===== config.mk =====
export PLATFORM = sky130hd
export DESIGN_NAME = vga_pattern_scheduler
export DESIGN_NICKNAME = d
export VERILOG_FILES = /design/src/rtl/vga_pkg.sv /design/src/rtl/key_debouncer.sv /design/src/rtl/vga_pattern_scheduler.sv
export SDC_FILE = /design/constraint.sdc
export NUM_CORES = 1
export LEC_CHECK = 0
export ABC_AREA = 1
export CORE_MARGIN = 1
export CORE_UTILIZATION = 31
export DETAILED_ROUTE_END_ITERATION = 6
export GPL_ROUTABILITY_DRIVEN = 0
export SETUP_SLACK_MARGIN = 0.05
export SLEW_MARGIN = 25
export SYNTH_ARGS = -nofsm -noshare
export SYNTH_HDL_FRONTEND = slang
export SYNTH_HIERARCHICAL = 1
export SYNTH_SLANG_ARGS = --single-unit

===== constraint.sdc =====
create_clock -name i_clk -period 5.97 [get_ports i_clk]
set_input_delay 1.194 -clock i_clk [delete_from_list [all_inputs] [get_ports i_clk]]
set_output_delay 1.194 -clock i_clk [all_outputs]
set_load 0.1 [all_outputs]

===== src/rtl/vga_pkg.sv =====
// Shared VGA types: display modes, colour constants and default active-area size.
package vga_pkg;

  localparam int unsigned VGA_H_ACTIVE = 640;
  localparam int unsigned VGA_V_ACTIVE = 480;

  typedef enum logic [2:0] {
    SOLID_R = 3'd0,
    SOLID_G = 3'd1,
    SOLID_B = 3'd2,
    BARS    = 3'd3,
    CHECKER = 3'd4
  } mode_e;

  localparam logic [23:0] RED     = 24'hFF0000;
  localparam logic [23:0] GREEN   = 24'h00FF00;
  localparam logic [23:0] BLUE    = 24'h0000FF;
  localparam logic [23:0] WHITE   = 24'hFFFFFF;
  localparam logic [23:0] BLACK   = 24'h000000;
  localparam logic [23:0] YELLOW  = 24'hFFFF00;
  localparam logic [23:0] CYAN    = 24'h00FFFF;
  localparam logic [23:0] MAGENTA = 24'hFF00FF;

  // Next mode in the cycle, CHECKER (or any unused code) wraps to SOLID_R.
  function automatic mode_e mode_next(mode_e m);
    return (m >= CHECKER) ? SOLID_R : mode_e'(m + 3'd1);
  endfunction

  // Previous mode in the cycle, SOLID_R (or any unused code) wraps to CHECKER.
  function automatic mode_e mode_prev(mode_e m);
    return (m == SOLID_R || m > CHECKER) ? CHECKER : mode_e'(m - 3'd1);
  endfunction

  // Colour bar by index; anything past the last bar shows the last bar (black).
  function automatic logic [23:0] bar_color(int unsigned idx);
    case (idx)
      32'd0:   return WHITE;
      32'd1:   return YELLOW;
      32'd2:   return CYAN;
      32'd3:   return GREEN;
      32'd4:   return MAGENTA;
      32'd5:   return RED;
      32'd6:   return BLUE;
      default: return BLACK;
    endcase
  endfunction

endpackage


===== src/rtl/key_debouncer.sv =====
// Synchronises one raw key, debounces it and emits a one-cycle press pulse.
module key_debouncer #(
  parameter int unsigned DEBOUNCE_CYCLES = 250000
) (
  input  logic i_clk,
  input  logic i_rst_n,
  input  logic i_key,
  output logic o_level,
  output logic o_press
);

  localparam int unsigned CNT_W = (DEBOUNCE_CYCLES > 1) ? $clog2(DEBOUNCE_CYCLES) : 1;
  localparam logic [CNT_W-1:0] CNT_MAX = CNT_W'(DEBOUNCE_CYCLES - 1);

  logic             sync1_q, sync2_q;
  logic             level_q, level_d;
  logic             press_q, press_d;
  logic [CNT_W-1:0] cnt_q, cnt_d;

  // Count consecutive mismatch cycles; flip the level on the last one.
  always_comb begin
    level_d = level_q;
    press_d = 1'b0;
    cnt_d   = '0;
    if (sync2_q != level_q) begin
      if (cnt_q == CNT_MAX) begin
        level_d = sync2_q;
        press_d = sync2_q;
      end else begin
        cnt_d = cnt_q + CNT_W'(1);
      end
    end
  end

  // Synchroniser and debounce state.
  always_ff @(posedge i_clk or negedge i_rst_n) begin
    if (!i_rst_n) begin
      sync1_q <= 1'b0;
      sync2_q <= 1'b0;
      level_q <= 1'b0;
      press_q <= 1'b0;
      cnt_q   <= '0;
    end else begin
      sync1_q <= i_key;
      sync2_q <= sync1_q;
      level_q <= level_d;
      press_q <= press_d;
      cnt_q   <= cnt_d;
    end
  end

  assign o_level = level_q;
  assign o_press = press_q;

endmodule


===== src/rtl/vga_pattern_scheduler.sv =====
// Key-driven test-pattern generator; mode changes land only on frame boundaries.
module vga_pattern_scheduler
  import vga_pkg::*;
#(
  parameter int unsigned H_ACTIVE        = VGA_H_ACTIVE,
  parameter int unsigned V_ACTIVE        = VGA_V_ACTIVE,
  parameter int unsigned DEBOUNCE_CYCLES = 250000,
  parameter int unsigned BAR_WIDTH       = 80
) (
  input  logic        i_clk,
  input  logic        i_rst_n,
  input  logic [2:0]  i_key,
  input  logic        i_sending,
  input  logic        i_v_sync,
  output logic [23:0] o_color,
  output logic [2:0]  o_mode,
  output logic        o_mode_changed
);

  localparam int unsigned XW = $clog2(H_ACTIVE);
  localparam int unsigned YW = $clog2(V_ACTIVE);
  localparam logic [XW-1:0] X_MAX = XW'(H_ACTIVE - 1);
  localparam logic [YW-1:0] Y_MAX = YW'(V_ACTIVE - 1);

  logic [2:0]    key_press;
  logic [2:0]    key_level_unused;
  logic          vsync_q, sending_q;
  logic          frame_start, line_end;
  mode_e         pending_q, pending_d, pending_ok;
  mode_e         mode_q, mode_d;
  logic          changed_q, changed_d;
  logic [XW-1:0] x_q, x_d;
  logic [YW-1:0] y_q, y_d;
  logic [23:0]   color_q, color_d;

  for (genvar i = 0; i < 3; i++) begin : g_key
    key_debouncer #(.DEBOUNCE_CYCLES(DEBOUNCE_CYCLES)) u_debouncer (
      .i_clk   (i_clk),
      .i_rst_n (i_rst_n),
      .i_key   (i_key[i]),
      .o_level (key_level_unused[i]),
      .o_press (key_press[i])
    );
  end

  assign frame_start = vsync_q & ~i_v_sync;
  assign line_end    = sending_q & ~i_sending;

  // Pending mode takes one key event per cycle; displayed mode follows it at frame start.
  always_comb begin
    pending_ok = (pending_q > CHECKER) ? SOLID_R : pending_q;
    pending_d  = pending_ok;
    if (key_press[2])      pending_d = SOLID_R;
    else if (key_press[0]) pending_d = mode_next(pending_ok);
    else if (key_press[1]) pending_d = mode_prev(pending_ok);
    mode_d    = mode_q;
    changed_d = 1'b0;
    if (frame_start) begin
      mode_d    = pending_ok;
      changed_d = (pending_ok != mode_q);
    end
  end

  // Active-pixel position tracking from the sending flag.
  always_comb begin
    x_d = x_q;
    y_d = y_q;
    if (frame_start) begin
      x_d = '0;
      y_d = '0;
    end else if (i_sending) begin
      if (x_q != X_MAX) x_d = x_q + XW'(1);
    end else if (line_end) begin
      x_d = '0;
      if (y_q != Y_MAX) y_d = y_q + YW'(1);
    end
  end

  // Pixel colour for the current position in the displayed mode.
  always_comb begin
    color_d = BLACK;
    if (i_sending) begin
      case (mode_q)
        SOLID_R: color_d = RED;
        SOLID_G: color_d = GREEN;
        SOLID_B: color_d = BLUE;
        BARS:    color_d = bar_color(32'(x_q) / BAR_WIDTH);
        CHECKER: color_d = (((32'(x_q) ^ 32'(y_q)) & 32'h20) != 32'd0) ? WHITE : BLACK;
        default: color_d = BLACK;
      endcase
    end
  end

  // State and output registers.
  always_ff @(posedge i_clk or negedge i_rst_n) begin
    if (!i_rst_n) begin
      vsync_q   <= 1'b0;
      sending_q <= 1'b0;
      pending_q <= SOLID_R;
      mode_q    <= SOLID_R;
      changed_q <= 1'b0;
      x_q       <= '0;
      y_q       <= '0;
      color_q   <= '0;
    end else begin
      vsync_q   <= i_v_sync;
      sending_q <= i_sending;
      pending_q <= pending_d;
      mode_q    <= mode_d;
      changed_q <= changed_d;
      x_q       <= x_d;
      y_q       <= y_d;
      color_q   <= color_d;
    end
  end

  assign o_color        = color_q;
  assign o_mode         = mode_q;
  assign o_mode_changed = changed_q;

endmodule


==> flow_summary.json, run 1 <==
{
  "status": "finished clean",
  "slowest_stage": "clkdlybuf4s50_1",
  "synth_area_leaders": "dfrtp_1 (44%), nor2_1 (7.5%), nand2_1 (7.4%), inv_1 (4.7%), nand3_1 (4.0%)",
  "cap_violations": 0,
  "crit_arrival_ps": 2030,
  "path_cells": "clkdlybuf4s50_1",
  "drtPass1Iterations": 6,
  "critical_path.startpoint": "o_mode[0]",
  "grt_max_degree": 51,
  "ctsResizeCount": 0,
  "hold_start": "g_key[0].u_debouncer/sync1_q",
  "routed_via_density": 4.50,
  "worstSkewPairLatency_ps": 350,
  "yosysWarnings": 6,
  "rows": 48,
  "drtAntennaViolNets": 0,
  "setup_viol": 0,
  "start_kind": "flop",
  "grt-ovfl-total": 0,
  "r2r_start": "x_q[7]",
  "multiInputGateArea_mm2": 0.00259,
  "finalSetupTns_ps": 0,
  "dp_hpwl_mm": 7.32,
  "synth-seq-area-share": 0.437,
  "core_area_mm2": 0.0174,
  "worst_slack_ps": 2750,
  "yosysUniqueCellTypes": 35,
  "pin_count": 35,
  "io_buffers": 34,
  "cp-end-kind": "output port",
  "syn_area_mm2": 0.00556,
  "cts-root-buf": "clkbuf_16",
  "crit_fanout": 7,
  "slew_viol_final": 0,
  "synth_top_cell_by_area": "dfrtp_1",
  "critical_path_class": "reg2out",
  "cellLeakagePower_nw": 2.78,
  "cts_made_buffers": 9,
  "layout-drive-gt1-share": 0.139,
  "n_antenna_cell": 0,
  "rsz0062_at_grt": "false",
  "crit_family": "buffers and inverters",
  "post_cts_buffers": 0,
  "drt-wirelength-per-cell_um": 10.7,
  "min_period_ps": 3220,
  "synthDominantCellAreaShare": 0.437,
  "timing.final.crit_share": 0.540,
  "dpl_worst_slack_ps": 2650,
  "synthCells": 686,
  "p_per_area_mw_per_mm2": 214,
  "initial_core_util": 0.319,
  "clock_sinks": 97,
  "grt_pass1_vias": 3777,
  "fmax_ghz": 0.310,
  "seq_area_mm2": 0.00243,
  "drt-total-wl_mm": 10.0,
  "areaGrowthSynthToFinish_pct": 13.0,
  "synth_area_per_cell_um2": 8.10,
  "vdd_drop_max_uv": 117,
  "die-area_mm2": 0.0185,
  "worst_slew_margin_rel": 0.345,
  "die_y_um": 136,
  "critPathBufInv": 1,
  "grt_pass1_wl_mm": 17.6,
  "die_w_um": 136,
  "drt-initial-drc-count": 199,
  "synth_nets": 702,
  "hold_viol_final": 0,
  "layout.nets": 721,
  "num_vias": 4209,
  "cts_max_path_buffers": 2,
  "most-common-layout-cells": "nor2_1 (111), nand2_1 (110), dfrtp_1 (97)",
  "cts_hold_buf": 0,
  "grt_use_total": 0.118,
  "tightest_slew_ps": 979,
  "antenna_found_initial": 0,
  "fill_cells": 1796,
  "htreeDepth": 3,
  "synth_seq_cells": 97,
  "mostFrequentLayoutCell": "nor2_1",
  "worstHoldPathType": "reg2reg",
  "cp.required_ps": 4780,
  "route.detailed.drc": 0,
  "worst_clock_skew_ps": 11.0,
  "crit_path_max_incr_delay_ps": 1190,
  "path_clk_slew_ps": 70,
  "cts_tree": "built"
}
-- sequential cells by signal, indices dropped and copies added, names as in the netlist --
signal	flops
g_key.u_debouncer/o_level	3
o_mode	3
sending_q	1
y_q	9
g_key.u_debouncer/sync1_q	3
o_color	3
g_key.u_debouncer/o_press	3
o_mode_changed	1
x_q	10
pending_q	3
g_key.u_debouncer/sync2_q	3
g_key.u_debouncer/cnt_q	54
vsync_q	1
-- cells in the mapped netlist, drive strengths merged --
cell type / count
nand2: 140
nor2: 135
dfrtp: 97
inv: 85
nand3: 52
a21oi: 30
buf: 26
o21ai: 24
xor2: 21
nand4: 19
nor3: 14
xnor2: 12
ha: 9
a31oi: 6
a211oi: 3
nand3b: 3
nor3b: 3
o21bai: 2
a22oi: 1
a2bb2oi: 1
a41oi: 1
bufinv: 1
clkbuf: 1
-- final cells by class --
cell class              count  area share
well taps                 225      0.0448
clock buffers              10      0.0380
inverters                  86      0.0544
repair buffers             35      0.0550
clock inverters             6     0.00916
flip-flops and latches     97       0.386
multi-input cells         476       0.412
-- per-layer routing --
metal	track usage	vias to the layer above	wire, um
met1	0.161	1923	5080
met5	0	-	0
met2	0.183	66	4440
met4	0.0463	0	156
met3	0.0250	10	365
li1	-	2210	-
-- kinds of logic (layout without fill, tap and decap cells) --
logic type      Yosys count  in the layout  share of synthesized area
compound gates           68             68                     0.0714
xor+xnor                 33             33                     0.0520
fa+ha+maj                 9              9                     0.0203
buf+inv                 113            137                     0.0973
flops                    97             97                      0.437
simple gates            366            366                      0.322
-- final timing paths --
kind,to,slack (ps),cells past startpoint
max reg2reg,o_color[7],3620,15
max in group asynchronous,g_key[1].u_debouncer/cnt_q[16],4040,2
min reg2reg,g_key[0].u_debouncer/sync2_q,360,0
max,o_mode[0],2750,1
min,g_key[0].u_debouncer/sync2_q,360,0
min in group asynchronous,g_key[2].u_debouncer/cnt_q[16],850,1
-- power breakdown --
part / switching, mW / internal, mW
clock: 0.271 / 0.304
sequential: 0.0116 / 0.670
combinational: 0.0632 / 0.0225
total: 0.346 / 0.997
-- stage by stage --
| stage | hold slack, ps | util | instance area [um^2] | power, mW | cells |
|---|---|---|---|---|---|
| 2_1_floorplan | 331 | - | 5560 | 0.752 | 686 |
| 3_3_place_gp | 339 | 0.344 | 5990 | 0.782 | 919 |
| 3_5_place_dp | 341 | 0.344 | 5990 | 0.783 | 919 |
| 4_1_cts | 359 | 0.361 | 6280 | 1.37 | 935 |
| 5_1_grt | 372 | 0.361 | 6280 | 1.40 | 935 |
| 6_report | 356 | 0.361 | 6280 | 1.34 | 935 |
(Power assumes the default switching activity.)
==> run 2, diff against run 1 <==
Clock period 5.97 ns to 2.8 ns, I/O delays scaled along.
==> run 2 against run 1 <==
- register-to-register slack lost 3100 ps
- non-clock buffer count grew 3
- setup slack lost 2200 ps
- combinational power grew 120%
- clock skew shrank 4.6 ps
- sequential power grew 110%
- largest cell class unchanged
- cell count grew 0.32%
- flip-flop and latch count is the same
- clock power grew 120%
- die area is the same
- count of clock-buffer cells in the layout grew 1
- cell area shrank 0.40%
==> flow_summary.json, run 2 (synthesized netlist as in run 1, its figures left out) <==
{
  "status": "finished clean",
  "die_y_um": 136,
  "worstHoldPathType": "in2async",
  "grt_pass1_vias": 3867,
  "reg2reg_depth": 15,
  "die-area_mm2": 0.0185,
  "clock_sinks": 97,
  "vdd_drop_max_uv": 308,
  "largest_reg_flops": 54,
  "setup_viol": 0,
  "finalSetupTns_ps": 0,
  "min_period_ps": 2280,
  "post_cts_buffers": 0,
  "htreeDepth": 3,
  "drtAntennaViolNets": 0,
  "timing.final.crit_share": 0.814,
  "worstSkewPairLatency_ps": 350,
  "tightest_slew_ps": 585,
  "cts_hold_buf": 0,
  "drtPass1Iterations": 4,
  "grt_pass1_wl_mm": 17.8,
  "r2r_start": "x_q[8]",
  "grt_use_total": 0.119,
  "n_antenna_cell": 0,
  "fmax_ghz": 0.439,
  "pin_count": 35,
  "largestRegisters": "g_key.u_debouncer/cnt_q (54), x_q (10), y_q (9)",
  "io_buffers": 34,
  "layout.nets": 724,
  "cp.required_ps": 3020,
  "worst_slew_margin_rel": 0.606,
  "rsz0062_at_grt": "false",
  "start_kind": "flop",
  "die_w_um": 136,
  "cts_made_buffers": 9,
  "drt-wirelength-per-cell_um": 10.7,
  "ctsResizeCount": 0,
  "drt-initial-drc-count": 194,
  "cts_tree": "built",
  "route.detailed.drc": 0,
  "critical_path_class": "reg2reg",
  "antenna_found_initial": 0,
  "cellLeakagePower_nw": 2.84,
  "final_cell_area_mm2": 0.00626,
  "layout-drive-gt1-share": 0.181,
  "drt-total-wl_mm": 10.0,
  "crit_arrival_ps": 2500,
  "cts_max_path_buffers": 2,
  "worst_clock_skew_ps": 6.39,
  "dp_hpwl_mm": 7.29,
  "rows": 48,
  "r2r_setup_slack_ps": 520,
  "cts-root-buf": "clkbuf_16",
  "rr_endpoint": "o_color[7]",
  "crit_fanout": 9,
  "core_area_mm2": 0.0174,
  "cp-end-kind": "flop",
  "top_register": "g_key.u_debouncer/cnt_q",
  "hold_viol_final": 0,
  "mostFrequentLayoutCell": "nor2_1",
  "areaGrowthSynthToFinish_pct": 12.6,
  "routed_via_density": 4.45,
  "num_vias": 4171,
  "slew_viol_final": 0,
  "cap_violations": 0,
  "path_clk_slew_ps": 70,
  "grt-ovfl-total": 0,
  "most-common-layout-cells": "nor2_1 (111), nand2_1 (110), dfrtp_1 (97)",
  "grt_max_degree": 50,
  "p_per_area_mw_per_mm2": 464,
  "initial_core_util": 0.319,
  "place_area_mm2": 0.00595
}
run 2: area by class of cell:
class	count	area, um^2
Clock buffer	11	243
Sequential cell	97	2430
Timing Repair Buffer	38	310
Inverter	86	342
Multi-Input combinational cell	476	2590
Tap cell	225	282
Clock inverter	5	63.8
Fill cell	1801	11200
run 2: routing by layer:
layer,GRT usage,share of wire,up-vias
met1,0.163,0.51,1880
met4,0.0426,0.012,0
met2,0.183,0.44,65
li1,-,-,2217
met3,0.0287,0.036,9
met5,0,0,-
run 2: how the worst max path moves through the flow:
stage | startpoint | slack [ps] | cells after the start | to
6_report | x_q[8] | 520 | 15 | o_color[7]
5_1_grt | x_q[7] | 270 | 15 | o_color[7]
4_1_cts | x_q[8] | 530 | 15 | o_color[7]
3_5_place_dp | i_v_sync | 240 | 11 | x_q[9]
3_3_place_gp | i_v_sync | 310 | 11 | x_q[9]
2_1_floorplan | x_q[7] | 750 | 16 | o_color[7]
run 2: critical path, cell delays in order (launching register included):
cell,delay (ps)
dfrtp_1,470
inv_2,150
nand2_2,90
ha_1,310
o21bai_4,260
nand3_1,150
nand2_2,110
nor2_4,50
nor2_4,130
nand3_2,90
nand2_1,60
nand2_1,50
nand2_1,60
nor2_1,40
nor2_1,80
nor2_1,50
run 2: where the power goes:
group	leakage (nW)	internal (mW)	switching, mW	total (mW)
Sequential	1.32	1.43	0.0250	1.46
Combinational	1.38	0.0503	0.137	0.187
Clock	0.146	0.724	0.540	1.26
Total	2.84	2.20	0.702	2.91
run 2: stage by stage:
step | power [mW] | hold slack (ps) | instances | setup WS (ps) | utilization
after global placement | 1.67 | 341 | 922 | 312 | 0.342
after CTS | 2.97 | 186 | 938 | 525 | 0.359
after floorplan | 1.60 | 264 | 686 | 749 | -
after global routing | 3.03 | 210 | 938 | 265 | 0.359
final | 2.91 | 176 | 938 | 520 | 0.359
after detailed placement | 1.67 | 347 | 922 | 239 | 0.342
